**config.mk**
```make
export PLATFORM = sky130hd
export DESIGN_NAME = id_stage
export DESIGN_NICKNAME = d
export VERILOG_FILES = /design/src/rtl/riscv_pkg.sv /design/src/rtl/imm_gen.sv /design/src/rtl/id_stage.sv
export SDC_FILE = /design/constraint.sdc
export NUM_CORES = 1
export LEC_CHECK = 0
export BUFFER_PORTS_ARGS = -buffer_cell sky130_fd_sc_hd__buf_4
export CAP_MARGIN = 0
export CORE_AREA = 2 2 163 165
export CTS_BUF_LIST = sky130_fd_sc_hd__clkbuf_2
export DETAILED_ROUTE_END_ITERATION = 7
export DIE_AREA = 0 0 165 167
export PLACE_DENSITY_LB_ADDON = 0.05
export SLEW_MARGIN = 20
export SYNTH_ARGS = -nofsm -noshare
export SYNTH_HDL_FRONTEND = slang
export SYNTH_SLANG_ARGS = --single-unit
```
**constraint.sdc**
```tcl
create_clock -name clk -period 6.75 [get_ports clk]
set_clock_uncertainty 0.2 [all_clocks]
set_input_delay 2.025 -clock clk [delete_from_list [all_inputs] [get_ports clk]]
set_output_delay 2.025 -clock clk [all_outputs]
set_load 0.05 [all_outputs]
```
**src/rtl/riscv_pkg.sv**
```systemverilog
// rtl/riscv_pkg.sv - RV32I opcode constants, immediate-type enum and decode helpers
package riscv_pkg;

  localparam int XLEN_DEFAULT = 32;

  localparam logic [6:0] OPC_LUI    = 7'b0110111;
  localparam logic [6:0] OPC_AUIPC  = 7'b0010111;
  localparam logic [6:0] OPC_JAL    = 7'b1101111;
  localparam logic [6:0] OPC_JALR   = 7'b1100111;
  localparam logic [6:0] OPC_BRANCH = 7'b1100011;
  localparam logic [6:0] OPC_LOAD   = 7'b0000011;
  localparam logic [6:0] OPC_STORE  = 7'b0100011;
  localparam logic [6:0] OPC_OP_IMM = 7'b0010011;
  localparam logic [6:0] OPC_OP     = 7'b0110011;

  typedef enum logic [2:0] {IMM_NONE, IMM_I, IMM_S, IMM_B, IMM_U, IMM_J} imm_type_e;

  function automatic imm_type_e imm_type_of(input logic [6:0] opcode);
    case (opcode)
      OPC_OP_IMM, OPC_LOAD, OPC_JALR: imm_type_of = IMM_I;
      OPC_STORE:                      imm_type_of = IMM_S;
      OPC_BRANCH:                     imm_type_of = IMM_B;
      OPC_LUI, OPC_AUIPC:             imm_type_of = IMM_U;
      OPC_JAL:                        imm_type_of = IMM_J;
      default:                        imm_type_of = IMM_NONE;
    endcase
  endfunction

  function automatic logic opcode_legal(input logic [6:0] opcode);
    case (opcode)
      OPC_LUI, OPC_AUIPC, OPC_JAL, OPC_JALR, OPC_BRANCH,
      OPC_LOAD, OPC_STORE, OPC_OP_IMM, OPC_OP: opcode_legal = 1'b1;
      default:                                opcode_legal = 1'b0;
    endcase
  endfunction

endpackage

```
**src/rtl/imm_gen.sv**
```systemverilog
// rtl/imm_gen.sv - combinational instruction to sign-extended immediate
module imm_gen
  import riscv_pkg::*;
#(
  parameter int XLEN = XLEN_DEFAULT
) (
  input  logic [31:0]     instr,
  output logic [XLEN-1:0] imm
);

  logic signed [31:0] imm32;

  always_comb begin
    imm32 = '0;
    case (imm_type_of(instr[6:0]))
      IMM_I:   imm32 = {{20{instr[31]}}, instr[31:20]};
      IMM_S:   imm32 = {{20{instr[31]}}, instr[31:25], instr[11:7]};
      IMM_B:   imm32 = {{19{instr[31]}}, instr[31], instr[7], instr[30:25], instr[11:8], 1'b0};
      IMM_U:   imm32 = {instr[31:12], 12'b0};
      IMM_J:   imm32 = {{11{instr[31]}}, instr[31], instr[19:12], instr[20], instr[30:21], 1'b0};
      default: imm32 = '0;
    endcase
  end

  assign imm = XLEN'(imm32);

endmodule

```
**src/rtl/id_stage.sv**
```systemverilog
// rtl/id_stage.sv - decode stage with operand resolution, hazard detection and ID/EX register
// Define ID_FORWARD_EN for EX/MEM forwarding; otherwise any EX/MEM producer match stalls.
module id_stage
  import riscv_pkg::*;
#(
  parameter int XLEN = XLEN_DEFAULT
) (
  input  logic            clk,
  input  logic            rst,
  input  logic            if_valid,
  input  logic [31:0]     if_instr,
  input  logic [XLEN-1:0] if_pc,
  input  logic            flush,
  output logic [4:0]      rs1_addr,
  output logic [4:0]      rs2_addr,
  input  logic [XLEN-1:0] rs1_data,
  input  logic [XLEN-1:0] rs2_data,
  input  logic [4:0]      ex_rd_addr,
  input  logic            ex_reg_write,
  input  logic            ex_mem_read,
  input  logic [XLEN-1:0] ex_result,
  input  logic [4:0]      mem_rd_addr,
  input  logic            mem_reg_write,
  input  logic [XLEN-1:0] mem_result,
  input  logic [4:0]      wb_rd_addr,
  input  logic            wb_reg_write,
  input  logic [XLEN-1:0] wb_data,
  output logic            stall,
  output logic            id_ex_valid,
  output logic [XLEN-1:0] id_ex_pc,
  output logic [31:0]     id_ex_instr,
  output logic [XLEN-1:0] id_ex_rs1_val,
  output logic [XLEN-1:0] id_ex_rs2_val,
  output logic [XLEN-1:0] id_ex_imm,
  output logic [4:0]      id_ex_rd_addr,
  output logic            id_ex_illegal
);

  logic [6:0]      opcode;
  logic            legal, rs1_used, rs2_used, hazard, capture;
  logic            ex_hit1, ex_hit2, mem_hit1, mem_hit2, wb_hit1, wb_hit2;
  logic [XLEN-1:0] rs1_val, rs2_val, imm;

  assign opcode   = if_instr[6:0];
  assign rs1_addr = if_instr[19:15];
  assign rs2_addr = if_instr[24:20];
  assign legal    = opcode_legal(opcode);
  assign rs1_used = !(opcode == OPC_LUI || opcode == OPC_AUIPC || opcode == OPC_JAL);
  assign rs2_used = (opcode == OPC_OP || opcode == OPC_STORE || opcode == OPC_BRANCH);

  // A producer targeting x0 never matches, which keeps x0 masking intact
  assign ex_hit1  = rs1_used && ex_reg_write  && ex_rd_addr  != 5'd0 && ex_rd_addr  == rs1_addr;
  assign ex_hit2  = rs2_used && ex_reg_write  && ex_rd_addr  != 5'd0 && ex_rd_addr  == rs2_addr;
  assign mem_hit1 = rs1_used && mem_reg_write && mem_rd_addr != 5'd0 && mem_rd_addr == rs1_addr;
  assign mem_hit2 = rs2_used && mem_reg_write && mem_rd_addr != 5'd0 && mem_rd_addr == rs2_addr;
  assign wb_hit1  = wb_reg_write && wb_rd_addr != 5'd0 && wb_rd_addr == rs1_addr;
  assign wb_hit2  = wb_reg_write && wb_rd_addr != 5'd0 && wb_rd_addr == rs2_addr;

  always_comb begin
    rs1_val = rs1_data;
    if (rs1_addr == 5'd0) rs1_val = '0;
`ifdef ID_FORWARD_EN
    else if (ex_hit1)     rs1_val = ex_result;
    else if (mem_hit1)    rs1_val = mem_result;
`endif
    else if (wb_hit1)     rs1_val = wb_data;
  end

  always_comb begin
    rs2_val = rs2_data;
    if (rs2_addr == 5'd0) rs2_val = '0;
`ifdef ID_FORWARD_EN
    else if (ex_hit2)     rs2_val = ex_result;
    else if (mem_hit2)    rs2_val = mem_result;
`endif
    else if (wb_hit2)     rs2_val = wb_data;
  end

`ifdef ID_FORWARD_EN
  assign hazard = ex_mem_read && (ex_hit1 || ex_hit2);
`else
  logic unused_fwd;
  assign unused_fwd = ^{ex_result, mem_result, ex_mem_read};
  assign hazard = ex_hit1 || ex_hit2 || mem_hit1 || mem_hit2;
`endif

  // Flush wins so IF can take the redirected fetch this cycle
  assign stall   = if_valid && hazard && !flush;
  assign capture = if_valid && !hazard && !flush;

  imm_gen #(.XLEN(XLEN)) u_imm_gen (
    .instr (if_instr),
    .imm   (imm)
  );

  always_ff @(posedge clk or posedge rst) begin
    if (rst) begin
      id_ex_valid   <= 1'b0;
      id_ex_pc      <= '0;
      id_ex_instr   <= '0;
      id_ex_rs1_val <= '0;
      id_ex_rs2_val <= '0;
      id_ex_imm     <= '0;
      id_ex_rd_addr <= '0;
      id_ex_illegal <= 1'b0;
    end else begin
      id_ex_valid   <= capture;
      id_ex_pc      <= capture ? if_pc : '0;
      id_ex_instr   <= capture ? if_instr : '0;
      id_ex_rs1_val <= capture ? rs1_val : '0;
      id_ex_rs2_val <= capture ? rs2_val : '0;
      id_ex_imm     <= capture ? imm : '0;
      id_ex_rd_addr <= capture ? if_instr[11:7] : 5'd0;
      id_ex_illegal <= capture && !legal;
    end
  end

endmodule
```
==> results.sh, run 1 <==
export IMPL_die_area_um2=27600
export IMPL_pin_count=425
export IMPL_antenna_found_initial=1
export IMPL_grt_max_degree=88
export IMPL_p_sw_mw=0.697
export IMPL_ys_ff_latch=162
export IMPL_ctsHoldBuffers=0
export IMPL_nets=1212
export IMPL_tns_ps=0
export IMPL_drtAntennaViolNets=0
export IMPL_row_count=59
export IMPL_setup_slack_ps=832
export IMPL_crit_chain="buf_4 > or4_1 > o21ai_1 > nor2_1 > a211o_4 > o21a_1 > buf_4"
export IMPL_postCtsResizedCells=0
export IMPL_vdd_drop_max_uv=82.5
export IMPL_cp_end_kind="primary output"
export IMPL_yosys_area_top_type="dfrtp_1"
export IMPL_synthesis_nets=903
export IMPL_seq_power_share_pct=48.7
export IMPL_cts_tree="yes"
export IMPL_gp_congestion=0.760
export IMPL_power_internal_mw=1.39
export IMPL_critPathMaxFanout=3
export IMPL_start_util_pct=27.7
export IMPL_syn_instance_count=656
export IMPL_clock_path_buffers=2
export IMPL_period_minus_slack_ps=5920
export IMPL_grt_setup_unrepaired="false"
export IMPL_wl_per_cell_um=19.3
export IMPL_p_per_area_nw_per_um2=204
export IMPL_netlist_area_um2=7150
export IMPL_viasPerCell=4.66
export IMPL_netlist_area_leader_share_pct=56.7
export IMPL_fmax_mhz=169
export IMPL_path_depth=7
export IMPL_drtPass1Iterations=4
export IMPL_synthFlopType="dfrtp_1"
export IMPL_drc=0
export IMPL_crit_top_cell="buf_4"
export IMPL_setup_viol=0
export IMPL_gr_usage_all_layers_pct=18.3
export IMPL_status="completed"
export IMPL_cp_required_ps=4530
export IMPL_dp_hpwl_um=17200
export IMPL_drive_gt1_share_pct=43.0
export IMPL_finalCritPeriodShare_pct=87.7
export IMPL_drtIter0Drc=338
export IMPL_critPathKind="input port to primary output"
export IMPL_cp_slowest_cell="or4_1"
export IMPL_cts_clk_slew_worst_paths_ps=290
export IMPL_synth_edff_count=0
export IMPL_cp_arrival_ps=3690
export IMPL_synthTopCellsByArea="dfrtp_1, mux2i_1, nor3_1"
export IMPL_cp_num_buf_inv=2
export IMPL_swShare_pct=33.4
export IMPL_hold_viol=0
export IMPL_clkPwrFrac_pct=30.1
export IMPL_gr_total_overflow=0
export IMPL_area_growth_pct=42.8
export IMPL_cpLargestDelayFamily="compound AO/OA/AOI/OAI gates"
export IMPL_numPortBuffers=359
export IMPL_worst_pin_slew_ps=999
export IMPL_cts_setup_buffers=0
export IMPL_ys_types=44
export IMPL_synthArstFlopShare_pct=100
export IMPL_pre_cts_ws_ps=831
export IMPL_cp_slowest_stage_delay_ps=510
export IMPL_grt_pass1_vias=6225
export IMPL_yosys_warnings=0
export IMPL_route_vias_total=6129
export IMPL_crit_start="ex_rd_addr[1]"
export IMPL_avgSynthCellArea_um2=10.9
export IMPL_leakage_nw=4.99
export IMPL_cts_htree_levels=4
export IMPL_fp_dieH_um=167
export IMPL_cts_root_buf="clkbuf_2"
export IMPL_hold_class="input port to async pin"
export IMPL_cts_sinks=162
export IMPL_core_area_um2=25800
export IMPL_grt_pass1_wl_um=38000
export IMPL_numCtsBuffers=17
export IMPL_ys_seq_area_share_pct=56.7
export IMPL_crit_path_start_kind="input port"
export IMPL_die_w_um=165
export IMPL_routed_wl_um=25300
export IMPL_slew_headroom_pct=33.4
export IMPL_slew_violations=0
export IMPL_max_cap_violations=0
export IMPL_p_comb_share_pct=21.2
-- synth_stat cells, types with 9 or more instances --
| cell type | count |
|---|---|
| a21oi_1 | 9 |
| nor3_1 | 86 |
| nor2_1 | 69 |
| buf_2 | 36 |
| mux2i_1 | 65 |
| clkbuf_1 | 16 |
| buf_4 | 16 |
| nand2_1 | 23 |
| xnor2_1 | 24 |
| nand3_1 | 69 |
| dfrtp_1 | 162 |
-- per-layer routing --
| layer | wire length, um | vias to the layer above | track usage [%] |
|---|---|---|---|
| li1 | - | 2876 | - |
| met2 | 12400 | 196 | 30.4 |
| met4 | 292 | 0 | 4.12 |
| met5 | 0 | - | 0 |
| met3 | 1840 | 14 | 5.68 |
| met1 | 10800 | 3043 | 23.2 |
-- per-stage QoR --
stage / area (um2) / util (%) / power [mW] / hold WS (ps) / cells
after floorplan: 7150 / - / 1.29 / 1940 / 656
after global placement: 9920 / 38.5 / 1.48 / 2020 / 1281
after detailed placement: 9920 / 38.5 / 1.48 / 2020 / 1281
after CTS: 10200 / 39.6 / 2.12 / 1120 / 1313
after global routing: 10200 / 39.6 / 2.19 / 1100 / 1315
final: 10200 / 39.6 / 2.09 / 1170 / 1315
-- worst max-delay path by stage --
stage | end | slack [ps]
floorplan | id_ex_illegal$_DFF_PP0_ | 150
global route | stall | 770
global placement | stall | 850
finish | stall | 830
CTS | stall | 830
detailed placement | stall | 830
-- cells by family after synthesis --
family	count (synthesis)	synth area share (%)
mux	66	9.26
simple gates	277	19.6
xor+xnor	30	3.68
flops	162	56.7
buf+inv	83	6.67
compound gates	38	4.08
-- power groups by stage --
stage	Combinational (mW)	Clock (mW)	Sequential [mW]
2_1_floorplan	0.137	0	1.15
3_3_place_gp	0.449	0	1.03
3_5_place_dp	0.449	0	1.03
4_1_cts	0.450	0.652	1.02
5_1_grt	0.473	0.698	1.02
6_report	0.443	0.628	1.02
-- layout by cell type, fill, tap and decap left out, types with 9 or more instances in the layout --
master / count
buf_4: 368
mux2i_1: 65
clkbuf_2: 17
dfrtp_1: 162
a21oi_1: 9
xnor2_1: 24
nand3_1: 69
nor3_1: 86
nor2_1: 69
nand2_1: 23
-- layout make-up --
class,instances,area [um2]
Fill cell,2654,15600
Tap cell,335,419
Timing Repair Buffer,369,2780
Multi-Input combinational cell,411,2650
Clock inverter,15,198
Inverter,4,20.0
Clock buffer,17,85.1
Sequential cell,162,4050
Antenna cell,2,5.00
-- registers in the layout, indices dropped and copies added (netlist names) --
| register | cells |
|---|---|
| id_ex_imm | 32 |
| id_ex_pc | 32 |
| id_ex_rs1_val | 32 |
| id_ex_rs2_val | 32 |
| id_ex_instr | 28 |
| id_ex_rd_addr | 4 |
| id_ex_illegal | 1 |
| id_ex_valid | 1 |
No activity file was read; power rests on OpenSTA's default activity.
==> run 2: changes to the inputs <==
==> constraint.sdc (replaced) <==
create_clock -name clk -period 5.55 [get_ports clk]
set_clock_uncertainty 0.2 [all_clocks]
set_input_delay 1.665 -clock clk [delete_from_list [all_inputs] [get_ports clk]]
set_output_delay 1.665 -clock clk [all_outputs]
set_load 0.01 [all_outputs]
==> run 2 against run 1 <==
Effect of this change:
- non-clock buffer count increased by 2
- utilization is essentially flat
- count of clock-buffer cells in the layout unchanged
- cell count grew 0.15%
- worst setup slack worse by 400 ps
- critical path depth is the same
- critical path type unchanged
- largest power group unchanged
==> results.sh, run 2 (synthesized netlist as in run 1, its figures left out) <==
export IMPL_slew_headroom_pct=30.4
export IMPL_cts_clk_slew_worst_paths_ps=330
export IMPL_crit_path_start_kind="input port"
export IMPL_vdd_drop_max_uv=128
export IMPL_cp_slowest_stage_delay_ps=510
export IMPL_swShare_pct=31.0
export IMPL_drive_gt1_share_pct=43.4
export IMPL_crit_top_cell="buf_4"
export IMPL_stdcell_area_um2=10200
export IMPL_finalCritPeriodShare_pct=92.2
export IMPL_grt_pass1_wl_um=38200
export IMPL_core_area_um2=25800
export IMPL_gr_total_overflow=0
export IMPL_cp_arrival_ps=3250
export IMPL_cts_setup_buffers=0
export IMPL_worst_pin_slew_ps=1040
export IMPL_cts_root_buf="clkbuf_2"
export IMPL_numCtsBuffers=17
export IMPL_cp_slowest_cell="or4_1"
export IMPL_tns_ps=0
export IMPL_cts_tree="yes"
export IMPL_gr_usage_all_layers_pct=18.3
export IMPL_drtPass1Iterations=4
export IMPL_drtIter0Drc=389
export IMPL_critPathKind="input port to primary output"
export IMPL_start_util_pct=27.7
export IMPL_ctsHoldBuffers=0
export IMPL_dp_hpwl_um=17200
export IMPL_final_cell_mix="buf_4, dfrtp_1, nor3_1"
export IMPL_fp_dieH_um=167
export IMPL_routed_wl_um=25300
export IMPL_p_comb_share_pct=16.6
export IMPL_die_area_um2=27600
export IMPL_p_per_area_nw_per_um2=229
export IMPL_cts_sinks=162
export IMPL_status="completed"
export IMPL_max_cap_violations=0
export IMPL_fillers=2646
export IMPL_drc=0
export IMPL_row_count=59
export IMPL_cpLargestDelayFamily="compound AO/OA/AOI/OAI gates"
export IMPL_hold_class="input port to flip-flop"
export IMPL_seq_power_share_pct=52.8
export IMPL_numPortBuffers=359
export IMPL_hold_viol=0
export IMPL_critPathMaxFanout=3
export IMPL_clock_path_buffers=2
export IMPL_area_growth_pct=42.9
export IMPL_place_area_um2=9930
export IMPL_pin_count=425
export IMPL_final_common_cell="buf_4"
export IMPL_setup_slack_ps=431
export IMPL_slew_violations=0
export IMPL_nets=1214
export IMPL_grt_setup_unrepaired="false"
export IMPL_clkPwrFrac_pct=30.5
export IMPL_cts_htree_levels=4
export IMPL_hold_worst_slack_ps=886
export IMPL_cp_num_buf_inv=2
export IMPL_power_internal_mw=1.61
export IMPL_route_vias_total=6104
export IMPL_regArea_um2=4050
export IMPL_crit_chain="buf_4 > or4_1 > o21ai_1 > nor2_1 > a211o_4 > o21a_1 > buf_4"
export IMPL_postCtsResizedCells=0
export IMPL_viasPerCell=4.63
export IMPL_period_minus_slack_ps=5120
export IMPL_die_w_um=165
export IMPL_fmax_mhz=195
export IMPL_cp_required_ps=3690
export IMPL_grt_max_degree=163
export IMPL_multi_input_area_um2=2650
export IMPL_setup_viol=0
export IMPL_drtAntennaViolNets=0
export IMPL_gp_congestion=0.741
export IMPL_pre_cts_ws_ps=419
export IMPL_p_sw_mw=0.726
export IMPL_antenna_found_initial=1
export IMPL_cp_end_kind="primary output"
export IMPL_leakage_nw=4.98
export IMPL_wl_per_cell_um=19.2
export IMPL_grt_pass1_vias=6285
-- run 2: metrics by stage --
| stage | power, mW | std cells | util (%) |
|---|---|---|---|
| final | 2.34 | 1317 | 39.7 |
| after detailed placement | 1.65 | 1283 | 38.6 |
| after global routing | 2.47 | 1317 | 39.7 |
| after CTS | 2.39 | 1315 | 39.6 |
| after global placement | 1.65 | 1283 | 38.6 |
| after floorplan | 1.43 | 656 | - |
-- run 2: final timing paths --
kind / from / end / slack (ps) / cells past startpoint
max: ex_rd_addr[1] / stall / 430 / 7
min: if_pc[4] / id_ex_pc[4]$_DFF_PP0_ / 890 / 3
max in group asynchronous: rst / id_ex_rs2_val[0]$_DFF_PP0_ / 3550 / 3
min in group asynchronous: rst / id_ex_pc[6]$_DFF_PP0_ / 960 / 3
-- run 2: worst min-delay path, delay by kind of cell --
family,cells,cell delay (ps)
AND/OR/NAND/NOR,2,80
buffers and inverters,1,110
-- run 2: area by class of cell --
| cell class | instances | area share (%) |
|---|---|---|
| clock buffers | 17 | 0.833 |
| clock inverters | 15 | 1.87 |
| multi-input cells | 411 | 25.9 |
| inverters | 4 | 0.184 |
| flip-flops and latches | 162 | 39.7 |
| diodes | 2 | 0.0490 |
| repair buffers | 371 | 27.4 |
| well taps | 335 | 4.10 |
-- run 2: per-layer routing --
layer | vias up | GRT usage, % | wire length [um]
li1 | 2887 | - | -
met1 | 3015 | 23.5 | 10800
met2 | 189 | 30.7 | 12600
met3 | 13 | 5.01 | 1680
met4 | 0 | 3.74 | 233
met5 | - | 0 | 0
-- run 2: power groups by stage --
| stage | Clock, mW | Combinational (mW) | Sequential [mW] |
|---|---|---|---|
| CTS | 0.760 | 0.399 | 1.24 |
| global route | 0.806 | 0.427 | 1.24 |
| finish | 0.714 | 0.389 | 1.24 |
| floorplan | 0 | 0.150 | 1.28 |
| global placement | 0 | 0.397 | 1.25 |
| detailed placement | 0 | 0.398 | 1.26 |
